<file path="src/rtl/bus_source_decoder.sv">
// bus_source_decoder: sequenced 5-to-32 one-hot bus-source driver with hold and turnaround; define BUS_DEC_INVALID_TRAP_EN to trap codes >= 24
module bus_source_decoder #(
  parameter int HOLD_CYCLES = 1,
  parameter int TURNAROUND = 1
) (
  input  logic        clk,
  input  logic        clr,
  input  logic        req,
  input  logic [4:0]  src_code,
  output logic [31:0] sel_out,
  output logic        busy,
  output logic        ack,
  output logic [4:0]  active_code,
  output logic        err
);
  localparam logic [1:0] IDLE = 2'd0, DRIVE = 2'd1, TURN = 2'd2;
  localparam logic [3:0] HOLD_LD = 4'(HOLD_CYCLES - 1);
  localparam logic [3:0] TURN_LD = 4'(TURNAROUND - 1);
  if (HOLD_CYCLES < 1 || HOLD_CYCLES > 15) begin : g_hold_chk
    $error("HOLD_CYCLES must be 1..15");
  end
  if (TURNAROUND < 0 || TURNAROUND > 7) begin : g_turn_chk
    $error("TURNAROUND must be 0..7");
  end
  logic [1:0] state, state_n;
  logic [3:0] cnt, cnt_n;
  logic [4:0] code_n;
  logic       err_n;
  always_comb begin
    state_n = state;
    cnt_n = cnt;
    code_n = active_code;
    err_n = err;
    if (state == IDLE) begin
      if (req) begin
        code_n = src_code;
`ifdef BUS_DEC_INVALID_TRAP_EN
        err_n = src_code >= 5'd24;
        state_n = err_n ? (TURNAROUND > 0 ? TURN : IDLE) : DRIVE;
        cnt_n = err_n ? (TURNAROUND > 0 ? TURN_LD : 4'd0) : HOLD_LD;
`else
        state_n = DRIVE;
        cnt_n = HOLD_LD;
`endif
      end
    end else if (cnt != 4'd0) begin
      cnt_n = cnt - 4'd1;
    end else if (state == DRIVE && TURNAROUND > 0) begin
      state_n = TURN;
      cnt_n = TURN_LD;
    end else begin
      state_n = IDLE;
      cnt_n = 4'd0;
    end
  end
  always_ff @(posedge clk) begin
    if (!clr) begin
      state <= IDLE;
      cnt <= 4'd0;
      active_code <= 5'd0;
      err <= 1'b0;
      sel_out <= 32'd0;
      busy <= 1'b0;
      ack <= 1'b0;
    end else begin
      state <= state_n;
      cnt <= cnt_n;
      active_code <= code_n;
      err <= err_n;
      sel_out <= (state_n == DRIVE && code_n < 5'd24) ? 32'd1 << code_n : 32'd0;
      busy <= state_n != IDLE;
      ack <= state_n == DRIVE && cnt_n == 4'd0;
    end
  end
endmodule

</file>
<file path="config.mk">
export PLATFORM = sky130hd
export DESIGN_NAME = bus_source_decoder
export DESIGN_NICKNAME = d
export VERILOG_FILES = /design/src/rtl/bus_source_decoder.sv
export SDC_FILE = /design/constraint.sdc
export NUM_CORES = 1
export LEC_CHECK = 0
export CAP_MARGIN = 10
export CORE_ASPECT_RATIO = 1.25
export CORE_MARGIN = 1.5
export CORE_UTILIZATION = 32
export CTS_CLUSTER_DIAMETER = 30
export DETAILED_ROUTE_END_ITERATION = 6
export PLACE_DENSITY = 0.65
export SLEW_MARGIN = 20
export SYNTH_ARGS = -nofsm -noshare
export SYNTH_HDL_FRONTEND = slang
export SYNTH_SLANG_ARGS = --single-unit
</file>
<file path="constraint.sdc">
create_clock -name clk -period 4.15 [get_ports clk]
set_input_delay 0.83 -clock clk [delete_from_list [all_inputs] [get_ports clk]]
set_output_delay 0.83 -clock clk [all_outputs]
set_load 0.02 [all_outputs]
</file>
# After elaboration in Yosys (flattened, before gate mapping)
# Cells that the tools add are included.
dict set report totals {
  ff_bits 45
  inputBits 8
  out_inout_bits 40
}
dict set report classes {
  n_addsub 1
  order_cmp 1
  n_eq_ne 2
  n_shift 1
  n_mux 9
  n_reduce_logical 7
}
# cell count
set ops {}
lappend ops {{<< shifter 1 x 5 -> 32 bit, first input constant} 1}
lappend ops {{two-way mux 4 bit} 3}
lappend ops {{two-way mux 5 bit} 2}
lappend ops {{two-way mux 2 bit} 4}
lappend ops {{less-than comparator 5 bit, second input constant} 1}
lappend ops {{equality test 2 x 1 -> 1 bit, second input constant} 2}
lappend ops {{logical NOT 4 bit} 1}
lappend ops {{nonzero test 4 bit} 1}
lappend ops {{subtractor 4 x 1 -> 4 bit, second input constant} 1}
lappend ops {{logical AND 1 bit} 2}
lappend ops {{logical NOT 2 bit} 1}
lappend ops {{AND reduction 2 bit} 1}
lappend ops {{nonzero test 2 bit} 1}

# Depth between registers and ports, before layout
dict set report depth {
  word_depth 7
  depth_mapped 5
}

# Least setup slack after synthesis
# OpenSTA, ideal clock, no wires.
dict set report synth_timing {
  kind {input-to-reg}
  from {input req}
  to {register sel_out[12]}
  arrival_time_ns 1.772
  required_ns 4.018
  slack_ns 2.246
  cell_stages 5
  n_path_buf 1
  cell_sequence {or3b_1 buf_2 mux2_4 nand2_1 nor2_1}
}
dict set report synth_via {
  elab_chain_len 5
}
# element line
set synth_rtl {}
lappend synth_rtl {{from (decl)} 8} ;# input logic req,
lappend synth_rtl {{two-way mux 5 bit or two-way mux 2 bit (tied branches)} 35} ;# if (req) begin
lappend synth_rtl {{two-way mux 5 bit or two-way mux 2 bit (tied branches)} 34} ;# if (state == IDLE) begin
lappend synth_rtl {{less-than comparator 5 bit or equality test 2 x 1 -> 1 bit (tied branches)} 70} ;# sel_out <= (state_n == DRIVE && code_n < 5'd24) ? 32'd1 << code_n : 32'd0;
lappend synth_rtl {{logical AND 1 bit} 70}
lappend synth_rtl {{AND reduction 2 bit (no line)} --}
lappend synth_rtl {{to (signal assigned)} 70}
lappend synth_rtl {{to (decl)} 10} ;# output logic [31:0] sel_out,
# Several ways; a longest one is shown, not always the timed one.
# A chain may end at the register's enable or synchronous reset.

# Worst setup path after layout
dict set report layout_timing {
  from {input req}
  to {register sel_out[19]}
}
# The elaborated chain is that of the path after synthesis.

==> impl_results.md <==
* Met1 Wirelength at 1350 µm
* Worst-path cell chain: clkdlybuf4s50_1, nor3b_2, nor3b_1, a31oi_1, nor3_1
* Routability cong. at 0.741
* Area growth syn-to-layout at 40.6%
* Clk slew on worst S/H paths at 0.08 ns
* Critical Path AT at 2.74 ns
* CTS resizes at 0
* Dpl hpwl at 2240 µm
* Yosys warnings at 0
* Drt initial violations at 35
* Tmin final at 2.58 ns
* Final setup fails at 0
* Final Hold Fails at 0
* Avg WL per Cell at 11.4 µm
* Via count at 1192
* LEAKAGE at 0.820 nW
* Initial antenna violation count at 0
* Clock buffer count from CTS at 5
* Share of layout cells above drive strength 1 at 7.18%
* Die Wd at 65.1 µm
* Fmax at 387 MHz
* Total Wirelength at 3060 µm
* Crit path max-delay family: simple AND/OR/NAND/NOR gates
* Final hold slack at 0.525 ns
* Die Y at 80.6 µm
* H-tree Lvls at 2
* CP Capture Type: register
* Clock root buffer: clkbuf_8
* Crit start category: input pin
* Core Box Area at 0.00469 mm²
* Uppermost layer routed: met4
* Largest net degree at the start of global routing at 19
* RSZ-0062 raised after global routing: false
* Full die area at 0.00524 mm²
* Pwr Density at 375 mW/mm²
* Fraction of registers with async set/reset at 0%
* Mapped Avg Cell Area at 10.1 µm²
* Initial Utilization at 32.8%
* Critical path's largest stage delay at 0.66 ns
* Clock skew at 0.00995 ns
* Synth area leader: dfxtp_1
* Worst IR Drop VDD at 0.000156 V
* GR Overflow Total at 0
* CTS tree: built
* Skew-Pair Late Insertion Delay at 0.30 ns
* Port Buffers at 46
* Clock Path Buffers at 2
* Setup TNS at 0 ns
* Nets at 216
* Final period util at 62.2%
* Slew @ Worst Pin at 0.758 ns
* Post-Syn Area at 0.00154 mm²
* Number of flops mapped to enable cells by yosys at 0
* Register bit total from synthesis at 45
* Metal2 WL at 1410 µm
* Primary FF master, synth: dfxtp_1
* Required time worst endpoint at 4.31 ns
* Crit Path Max Fanout at 13
* Final-report max-slew violation count at 0
* Final core occ at 46.1%
* WS Path Type: in -> reg
* Sequential fraction of the synthesis area at 58.5%
* Slowest CP cell: nor3b_2
* Met3 Wirelength at 242 µm
* Slew margin rel. at 49.2%
* Post-CTS Hold Buffers at 0
* Cell variety after synth at 36
* Vias per std cell at 4.43
* # IOs at 48
* DR DRC count at 0
* CTS Sinks at 45
* Outcome: completed
* Final ANT Viol Nets at 0
* First-pass GRT wire length at 5010 µm
* Antenna diode count at 0
* Gr usage total at 12.6%
* Vias in the first global route at 1053
* Row cnt at 28
* Post-synth top area share at 58.5%
* Cell count after synthesis at 153
* Setup Buffers After CTS at 0
* MaxCap Viol Count at 0
* TritonRoute pass-1 iters at 4
* Synth top area cells: dfxtp_1 58%, nand2_1 4.6%, nor2_1 4.6%, nor3_1 3.9%, a21boi_0 2.9%
* Worst path bufs/invs at 1
* Worst min path class: reg -> reg
cells in the mapped netlist, types with 2 or more instances:
cell	instances
o21ai_0	2
nor3b_1	2
inv_1	3
nor4b_1	2
mux2i_1	2
buf_2	3
nor3_1	12
dfxtp_1	45
nor2_1	19
a31oi_1	4
mux2_4	2
clkbuf_1	2
nor4bb_1	2
a21oi_1	3
a21boi_0	6
nor2b_1	5
nand2_1	19
nor4_1	2
through the flow:
stage          instance area, µm²  worst slack (ns)  std cells  power (mW)
6_report                     2170              1.57        269       0.813
5_1_grt                      2170              1.37        269       0.848
4_1_cts                      2170              1.57        269       0.824
3_5_place_dp                 2080              1.26        261       0.557
3_3_place_gp                 2080              1.28        261       0.556
2_1_floorplan                1570              2.25        161       0.518
power breakdown:
part	internal (mW)	switching (mW)
registers	0.443	0.0101
logic	0.0420	0.0506
clock network	0.119	0.148
total	0.604	0.208
cell families after synthesis:
group / Yosys count / share of synthesized area [%]
other: 1 / 0.243
buffers and inverters: 9 / 2.68
and+or+nand+nor: 73 / 25.7
muxes: 5 / 3.98
AOI/OAI and AO/OA: 20 / 8.94
DFF: 45 / 58.5
per-layer routing:
metal	vias up	GRT usage, %
li1	629	-
met1	512	15.4
met2	45	20.2
met3	6	4.20
met4	0	5.63
met5	-	0
placed cells by master, fill, tap and decap left out, drive strengths merged, types with 2 or more instances in the layout:
| cell | synthesis | final |
|---|---|---|
| nand2 | 19 | 19 |
| clkdlybuf4s50 | 0 | 46 |
| nor3b | 3 | 3 |
| a21oi | 3 | 3 |
| inv | 3 | 4 |
| a31oi | 4 | 4 |
| nor4 | 2 | 2 |
| nor2b | 5 | 5 |
| conb | 1 | 9 |
| nor4b | 2 | 2 |
| clkbuf | 2 | 5 |
| dfxtp | 45 | 45 |
| nor3 | 12 | 12 |
| o21ai | 2 | 2 |
| nor2 | 19 | 19 |
| mux2i | 2 | 2 |
| nor4bb | 2 | 2 |
| a21boi | 6 | 6 |
| mux2 | 3 | 3 |
cell type report:
type	instances	area (µm²)
sequential	45	901
inverter	3	11.3
clock inverter	3	21.3
timing repair buffer	46	460
fill	459	2530
multi-input combinational	107	628
tap	60	75.1
clock buffer	5	68.8
final timing paths:
path,start,end,slack [ns],depth (start not counted)
worst min register to register,cnt[3],cnt[3],0.53,2
worst min-delay path,cnt[3],cnt[3],0.53,2
worst max register to register,state[1],sel_out[19],2.13,4
worst max-delay path,req,sel_out[19],1.57,5
flip-flops by register name, summed over array words and instances, names as in the netlist:
register and flops:
ack 1, active_code 5, busy 1, cnt 4, sel_out 32, state 2
worst reg2reg max path, delay by kind of cell, from the launching register on:
family             cells  cell delay, ns
and+or+nand+nor        3            0.90
DFF                    1            0.47
AOI/OAI and AO/OA      1            0.51
Power figures use the tool's default switching activity.
